==> config.mk <==
export PLATFORM = sky130hd
export DESIGN_NAME = apb_spi_master
export DESIGN_NICKNAME = d
export VERILOG_FILES = /design/src/rtl/apb_spi_master.sv
export SDC_FILE = /design/constraint.sdc
export NUM_CORES = 1
export LEC_CHECK = 0
export ABC_CLOCK_PERIOD_IN_PS = 2000
export CAP_MARGIN = 20
export CELL_PAD_IN_SITES_DETAIL_PLACEMENT = 1
export CELL_PAD_IN_SITES_GLOBAL_PLACEMENT = 1
export CORE_MARGIN = 8
export CORE_UTILIZATION = 31
export DETAILED_ROUTE_END_ITERATION = 12
export PLACE_DENSITY = 0.82
export SLEW_MARGIN = 0
export SYNTH_ARGS = -nofsm -noshare
export SYNTH_HDL_FRONTEND = slang
export SYNTH_SLANG_ARGS = --single-unit
==> constraint.sdc <==
create_clock -name clk -period 2 [get_ports clk]
set_input_delay 0.2 -clock clk [delete_from_list [all_inputs] [get_ports clk]]
set_output_delay 0.2 -clock clk [all_outputs]
set_load 0.02 [all_outputs]
==> src/rtl/apb_spi_master.sv <==
// APB requester: takes one bridge request at a time and runs SETUP/ACCESS beats toward the SPI register file.
// 64-bit writes are split into two 32-bit beats; ACCESS is aborted after TIMEOUT cycles without PREADY.
module apb_spi_master #(
   parameter int ADDR_W  = 16,
   parameter int PDATA_W = 32,
   parameter int TIMEOUT = 15
) (
   input  logic                 clk,
   input  logic                 reset,
   input  logic                 req_valid,
   input  logic                 s_w_r,
   input  logic [ADDR_W-1:0]    apb_addr,
   input  logic [2*PDATA_W-1:0] apb_data,
   output logic                 recev,
   output logic                 done,
   output logic                 resp_err,
   output logic [7:0]           spi_read_data,
   output logic [ADDR_W-1:0]    PADDR,
   output logic                 PSEL,
   output logic                 PENABLE,
   output logic                 PWRITE,
   output logic [PDATA_W-1:0]   PWDATA,
   input  logic [PDATA_W-1:0]   PRDATA,
   input  logic                 PREADY,
   input  logic                 PSLVERR
);

   typedef enum logic [1:0] {IDLE, SETUP, ACCESS, DONE} state_t;

   localparam logic [7:0] TO = 8'(TIMEOUT);

   state_t               state_q, state_d;
   logic                 recev_q, recev_d;
   logic                 done_q, done_d;
   logic                 resp_err_q, resp_err_d;
   logic [7:0]           rdata_q, rdata_d;
   logic [ADDR_W-1:0]    paddr_q, paddr_d;
   logic                 psel_q, psel_d;
   logic                 penable_q, penable_d;
   logic                 pwrite_q, pwrite_d;
   logic [PDATA_W-1:0]   pwdata_q, pwdata_d;
   logic                 beat_q, beat_d;
   logic [7:0]           cnt_q, cnt_d;
   logic [ADDR_W-1:0]    addr_q, addr_d;
   logic [2*PDATA_W-1:0] word_q, word_d;
   logic                 rd_q, rd_d;
   logic                 fin;
   logic                 err;

   // Only the low byte of PRDATA is returned to the bridge.
   logic unused_prdata;
   assign unused_prdata = ^PRDATA[PDATA_W-1:8];

   always_comb begin
      state_d    = state_q;
      recev_d    = recev_q;
      done_d     = 1'b0;
      resp_err_d = 1'b0;
      rdata_d    = rdata_q;
      paddr_d    = paddr_q;
      psel_d     = psel_q;
      penable_d  = penable_q;
      pwrite_d   = pwrite_q;
      pwdata_d   = pwdata_q;
      beat_d     = beat_q;
      cnt_d      = cnt_q;
      addr_d     = addr_q;
      word_d     = word_q;
      rd_d       = rd_q;
      fin        = 1'b0;
      err        = 1'b0;

      case (state_q)
         // DONE already shows recev=0, so a waiting request is taken straight from there.
         IDLE, DONE: begin
            state_d   = IDLE;
            psel_d    = 1'b0;
            penable_d = 1'b0;
            if (req_valid && !recev_q) begin
               addr_d   = apb_addr;
               word_d   = apb_data;
               rd_d     = s_w_r;
               beat_d   = 1'b0;
               recev_d  = 1'b1;
               state_d  = SETUP;
               psel_d   = 1'b1;
               pwrite_d = ~s_w_r;
               paddr_d  = apb_addr;
               pwdata_d = apb_data[PDATA_W-1:0];
            end
         end
         SETUP: begin
            state_d   = ACCESS;
            penable_d = 1'b1;
            cnt_d     = 8'd0;
         end
         ACCESS: begin
            if (PREADY) begin
               if (PSLVERR) begin
                  fin = 1'b1;
                  err = 1'b1;
               end else if (rd_q) begin
                  rdata_d = PRDATA[7:0];
                  fin     = 1'b1;
               end else if (!beat_q) begin
                  beat_d    = 1'b1;
                  state_d   = SETUP;
                  penable_d = 1'b0;
                  paddr_d   = addr_q + ADDR_W'(4);
                  pwdata_d  = word_q[2*PDATA_W-1:PDATA_W];
               end else begin
                  fin = 1'b1;
               end
            end else begin
               cnt_d = cnt_q + 8'd1;
               if (cnt_d == TO) begin
                  fin = 1'b1;
                  err = 1'b1;
               end
            end
            if (fin) begin
               state_d    = DONE;
               psel_d     = 1'b0;
               penable_d  = 1'b0;
               done_d     = 1'b1;
               resp_err_d = err;
               recev_d    = 1'b0;
            end
         end
         default: state_d = IDLE;
      endcase
   end

   always_ff @(posedge clk or negedge reset) begin
      if (!reset) begin
         state_q    <= IDLE;
         recev_q    <= 1'b0;
         done_q     <= 1'b0;
         resp_err_q <= 1'b0;
         rdata_q    <= 8'd0;
         paddr_q    <= '0;
         psel_q     <= 1'b0;
         penable_q  <= 1'b0;
         pwrite_q   <= 1'b0;
         pwdata_q   <= '0;
         beat_q     <= 1'b0;
         cnt_q      <= 8'd0;
         addr_q     <= '0;
         word_q     <= '0;
         rd_q       <= 1'b0;
      end else begin
         state_q    <= state_d;
         recev_q    <= recev_d;
         done_q     <= done_d;
         resp_err_q <= resp_err_d;
         rdata_q    <= rdata_d;
         paddr_q    <= paddr_d;
         psel_q     <= psel_d;
         penable_q  <= penable_d;
         pwrite_q   <= pwrite_d;
         pwdata_q   <= pwdata_d;
         beat_q     <= beat_d;
         cnt_q      <= cnt_d;
         addr_q     <= addr_d;
         word_q     <= word_d;
         rd_q       <= rd_d;
      end
   end

   assign recev         = recev_q;
   assign done          = done_q;
   assign resp_err      = resp_err_q;
   assign spi_read_data = rdata_q;
   assign PADDR         = paddr_q;
   assign PSEL          = psel_q;
   assign PENABLE       = penable_q;
   assign PWRITE        = pwrite_q;
   assign PWDATA        = pwdata_q;

endmodule

# == Yosys cells after proc, flatten, opt, wreduce, memory -nomap -nowiden ==
# Cells that the tools add are included.
# word_totals
register_bits,154
mem_bits_rw,0
inputBits,118
mem_count,0
rom_bits,0
latch_bits,0
output_inout_bits,62
word_cells,97
# op_classes
reduce_logical,14
div_mod_pow,0
order_cmp,0
muxes,49
multipliers,0
n_addsub,2
n_eq_ne,15
bitwise,2
shifts,0
# ops
cell,n
32-bit two-way mux,5
16-bit two-way mux,5
32-bit case mux with 2 select lines,1
16-bit case mux with 2 select lines,1
1-bit two-way mux,25
"16-bit by 3-bit adder with 16-bit output, second input constant",1
8-bit case mux with 2 select lines,1
"2-bit inequality test, second input constant",7
"3-bit inequality test, second input constant",4
2-bit two-way mux,5
"8-bit by 1-bit adder with 8-bit output, second input constant",1
"8-bit by 4-bit == test with 1-bit output, second input constant",1
8-bit two-way mux,1
4-bit AND reduction,2
1-bit case mux with 2 select lines,3
2-bit case mux with 3 select lines,1
2-bit AND reduction,3
6-bit AND reduction,1
5-bit AND reduction,1
"2-bit == test, second input constant",2
2-bit nonzero test,2
1-bit case mux with 3 select lines,1
3-bit AND reduction,1
"2-bit by 1-bit == test with 1-bit output, second input constant",1
5 further kinds,6

# == Depth between registers and ports, before layout ==
# Gate-level depths: netlist (run 1).
# depth
depth_word,7
ltp_mapped,10
depth_no_buf,7

# == Worst setup path before layout (run 1) ==
# OpenSTA, ideal clock, no wires.
# synth_timing
kind,register to register
from,register cnt_q[0]
to,"register penable_q, in the netlist PENABLE"
n_path_buf,0
synth_period_minus_slack_ns,1.992
arrival_ns,1.867
required_ns,1.875
setup_ns,0.125
path_slack_ns,0.008
path_stages_with_launch,7
path_cell_list,dfrtp_1 -> ha_1 -> xor2_1 -> nand3b_1 -> or4_4 -> o21a_4 -> mux2_4
# synth_via
elab_chain_cells,7
word_cells_on_any_way,12
cone_classes,1 x add/sub; 5 x eq/ne; 5 x mux; 1 x reduce/logical
# synth_lines
element,line,source
"start, declared",43,"logic [7:0] cnt_q, cnt_d;"
"start signal, assigned",163,cnt_q <= cnt_d;
8-bit by 1-bit adder with 8-bit output *,115,cnt_d = cnt_q + 8'd1;
8-bit by 4-bit == test with 1-bit output *,116,if (cnt_d == TO) begin
1-bit two-way mux *,116,
1-bit two-way mux *,98,if (PREADY) begin
1-bit two-way mux *,73,case (state_q)
3-bit inequality test (no line) / 1-bit two-way mux (equally long branches),n/a,
4-bit AND reduction (no line) / 1-bit case mux with 3 select lines (equally long branches),n/a,
"end signal, assigned",159,penable_q <= penable_d;
"end, declared",39,"logic penable_q, penable_d;"
# Every way passes the cells marked *; elsewhere a longest branch is shown, timed or not. The select of a mux whose other input is x is not followed.
# A chain may end at the register's enable or synchronous reset.

# == Worst setup path after layout (run 1) ==
# layout_timing
from,register cnt_q[0]
to,register state_q[0]
# layout_via
elab_chain_cells,7
word_cells_on_any_way,12
cone_classes,1 x add/sub; 5 x eq/ne; 5 x mux; 1 x reduce/logical
# layout_lines
element,line,source
8-bit by 1-bit adder with 8-bit output *,115,
8-bit by 4-bit == test with 1-bit output *,116,
1-bit two-way mux *,116,
1-bit two-way mux *,98,
1-bit two-way mux *,73,
3-bit inequality test (no line) / 2-bit two-way mux (equally long branches),n/a,
4-bit AND reduction (no line) / 2-bit case mux with 3 select lines (equally long branches),n/a,
"end signal, assigned",152,state_q <= state_d;
"end, declared",32,"state_t state_q, state_d;"
# Marks and branches as above.

==> run_results.csv, run 1 <==
group,metric,value,unit
global_route,grt_pass1_vias,5126,
setup_path,startpoint_type,"register",
sta,period_minus_slack,1.95,ns
global_route,antenna_found_initial,0,
pwr,p_seq_share,40.3,%
floorplanning,die-area,22100,um^2
setup_path,crit_chain,"ha_2 > xor2_1 > nand3b_1 > or4_4 > o21a_4 > mux2_4",
setup_path,rrSetupSlack,0.05,ns
cells_and_area,fillCellCount,1954,
floorplanning,start_util,31.7,%
setup_path,critPathSlowestCell,"or4_4",
pwr,power,7.65,mW
cells_and_area,seqCellArea,3050,um^2
detailed_routing,drc,0,
floorplanning,core_area,17200,um^2
cells_and_area,final_cell_mix,"202 x nand2_1, 154 x clkdlybuf4s50_1, 122 x dfrtp_1",
pwr,swShare,27.8,%
global_route,gr-usage-met3,5.07,%
global_route,use_met2,25.7,%
cells_and_area,final_layout_size_suffix_gt1_share,10.1,%
setup_path,arrival,2.24,ns
logic_synthesis,async_flop_share,100,%
sta,whs,0.238,ns
setup_path,cp-startpoint,"cnt_q[0]$_DFFE_PN0P_",
clock_tree,clkSinkCount,122,
sta,setup_viol,0,
global_route,grt_pass1_wl,27400,um
cells_and_area,antennaDiodeCount,0,
clock_tree,insertion_delay,0.41,ns
pwr,power.internal,5.53,mW
detailed_routing,drt_first_pass_iters,4,
logic_synthesis,synth_area,5460,um^2
pwr,leakagePower,3.68,nW
setup_path,cp_top_family,"simple AND/OR/NAND/NOR gates",
setup_path,max_stage_delay,0.51,ns
logic_synthesis,ys_seq_area_share,55.9,%
sta,fmax,513,MHz
sta,fin_crit_sh,97.4,%
floorplanning,die_height,149,um
logic_synthesis,ys_ff_latch,122,
cells_and_area,stdcell_area,8050,um^2
floorplanning,rows,48,
sta,report.final.slew_viol_count,0,
setup_path,path_max_fanout,3,
logic_synthesis,syn_inst,572,
cells_and_area,layout.nets,864,
placed_design,dp_hpwl,12100,um
logic_synthesis,yosysUniqueCellTypes,43,
setup_path,worstReg2RegStart,"cnt_q[0]$_DFFE_PN0P_",
detailed_routing,ant_nets,0,
setup_path,reg2reg_depth,6,
logic_synthesis,yosys_warnings,0,
sta,max_slew_margin,73.1,%
logic_synthesis,synthFlopType,"dfrtp_1",
detailed_routing,num_vias,4694,
global_route,grtUsageTotal,15.8,%
logic_synthesis,syn_nets,695,
placed_design,dpl_worst_slack,-0.00554,ns
pwr,switchingPower,2.13,mW
global_route,grt_max_degree,74,
clock_tree,cts_tree,"yes",
job,drv_cap,0,
cells_and_area,multi_input_area,2280,um^2
status,outcome,"finished, final reports clean",
detailed_routing,via_per_inst,4.79,
sta,tns,0,ns
pwr,ir_drop,574,uV
setup_path,end_kind,"register",
detailed_routing,post_drt_wl_per_cell,17.6,um
setup_path,path_depth,6,
setup_path,worst_r2r_endpoint,"state_q[0]$_DFFE_PN0P_",
logic_synthesis,synth_area_per_cell,9.54,um^2
cells_and_area,area_delta_synth_final,47.6,%
clock_tree,clockBufferDepth,2,
setup_path,worstPathRequired,2.29,ns
placed_design,place_area,7430,um^2
global_route,top_usage_layer,"met2",
clock_tree,cts_root_buf,"clkbuf_16",
sta,setup_ws,0.0514,ns
detailed_routing,drt_iter0_drc,124,
pwr,power_density,950,nW/um^2
setup_path,cp_num_buf_inv,0,
hold_path,hold_class,"input pin to asynchronous set/reset pin",
setup_path,worst-setup-path-type,"register to register",
sta,tightestPinTransition,0.393,ns
sta,finalHoldViolCount,0,
setup_path,worstSetupEndpoint,"state_q[0]$_DFFE_PN0P_",
detailed_routing,drt-total-wl,17300,um
global_route,grt.overflow.total,0,
sta,fin_skew,0.00804,ns
clock_tree,cts_buffers,17,
floorplanning,io_pins,180,
placed_design,io_buffers,155,
pwr,clkPwrFrac,39.4,%
pwr,power_frac_comb,20.3,%
placed_design,gp_congestion,0.774,
global_route,grt_util_met1,18.9,%
cells_and_area,layout_commonest_cell,"nand2_1",
logic_synthesis,synth-edff-count,0,
clock_tree,path_clk_slew,0.06,ns
clock_tree,ctsHtreeMaxLevel,4,
floorplanning,dieWidth,149,um
==> synth_stat cells (2+ instances only) <==
library cell | count | area [um^2]
ha_1 | 5 | 62.6
nor3_1 | 4 | 20.0
mux2_2 | 8 | 90.1
clkbuf_1 | 21 | 78.8
inv_1 | 8 | 30.0
nand4_1 | 6 | 37.5
a22o_1 | 2 | 17.5
buf_2 | 7 | 35.0
o31ai_1 | 2 | 15.0
nand3_1 | 5 | 25.0
nand2_1 | 202 | 758
nand2b_1 | 4 | 25.0
nor2_1 | 18 | 67.6
mux2_4 | 2 | 30.0
o21ai_0 | 54 | 270
a21oi_1 | 12 | 60.1
nand3b_1 | 2 | 15.0
dfrtp_1 | 122 | 3050
o21ai_1 | 10 | 50.1
buf_1 | 2 | 7.51
xor2_1 | 8 | 70.1
o31a_1 | 2 | 17.5
mux2i_1 | 41 | 410
xnor2_1 | 6 | 52.6
==> metrics by stage <==
| step | utilization [%] | cells |
|---|---|---|
| floorplan | - | 572 |
| global placement | 43.1 | 944 |
| detailed placement | 43.1 | 944 |
| CTS | 46.5 | 977 |
| global route | 46.7 | 979 |
| finish | 46.7 | 979 |
==> final cells by class <==
type,count,share of cell area (%)
clock buffers,20,5.67
clock inverters,12,1.54
inverters,9,0.419
multi-input cells,411,28.3
flip-flops and latches,122,37.9
well taps,225,3.50
repair buffers,180,22.6
==> per-layer routing <==
metal  part of all wire, %  wire (um)  vias up
met5                     0          0        -
li1                      -          -     2242
met3                   6.4       1100       27
met2                    48       8290      126
met1                    43       7470     2299
met4                   2.4        421        0
==> state kept, by name, indices dropped and copies added (netlist names) <==
name	count
recev	1
rd_q	1
done	1
state_q	2
PWRITE	1
addr_q	16
resp_err	1
spi_read_data	8
word_q	32
PENABLE	1
PADDR	16
PSEL	1
beat_q	1
cnt_q	8
PWDATA	32
==> what timing repair did <==
action | 4_1_cts | 5_1_grt
pin swaps | 0 | 1
cloned | 0 | 1
setup buffers | 0 | 1
hold endpoints to repair | 21 | 0
hold buffers | 1 | 0
gates resized for setup | 1 | 4
setup endpoints to repair | 2 | 41
==> kinds of logic (layout without fill, tap and decap cells) <==
family	count (synthesis)	count (layout)	synth area share (%)
AND/OR/NAND/NOR	250	250	18.8
flip-flops	122	122	55.9
AO/OA/AOI/OAI	91	91	9.35
multiplexers	51	51	9.72
buffers and inverters	39	221	2.84
XOR/XNOR	14	14	2.25
adder cells (fa/ha/maj)	5	5	1.15
==> worst min path at each step <==
stage	to	startpoint	slack (ns)	cells after the start
global placement	PADDR[8]$_DFFE_PN0P_	reset	0.13	1
detailed placement	PADDR[8]$_DFFE_PN0P_	reset	0.13	1
global route	PADDR[9]$_DFFE_PN0P_	reset	0.25	2
finish	PADDR[8]$_DFFE_PN0P_	reset	0.24	2
CTS	PADDR[8]$_DFFE_PN0P_	reset	0.24	2
floorplan	PADDR[0]$_DFFE_PN0P_	reset	-0.1	0
==> power by group through the flow <==
stage               combinational, mW  clock, mW  sequential, mW
CTS                              1.59       3.07            3.09
detailed placement               1.58          0            3.12
global route                     1.70       3.18            3.13
finish                           1.56       3.01            3.08
global placement                 1.54          0            3.10
floorplan                       0.317          0            3.42
Note: power is estimated with default switching activity, not from simulation.
==> inputs of run 2 (changes only) <==
Settings changed: CAP_MARGIN 20 to 15, GPL_ROUTABILITY_DRIVEN from default to 0.
==> results of run 2 <==
The final DEF is identical to that of run 1; final timing and power are the same.
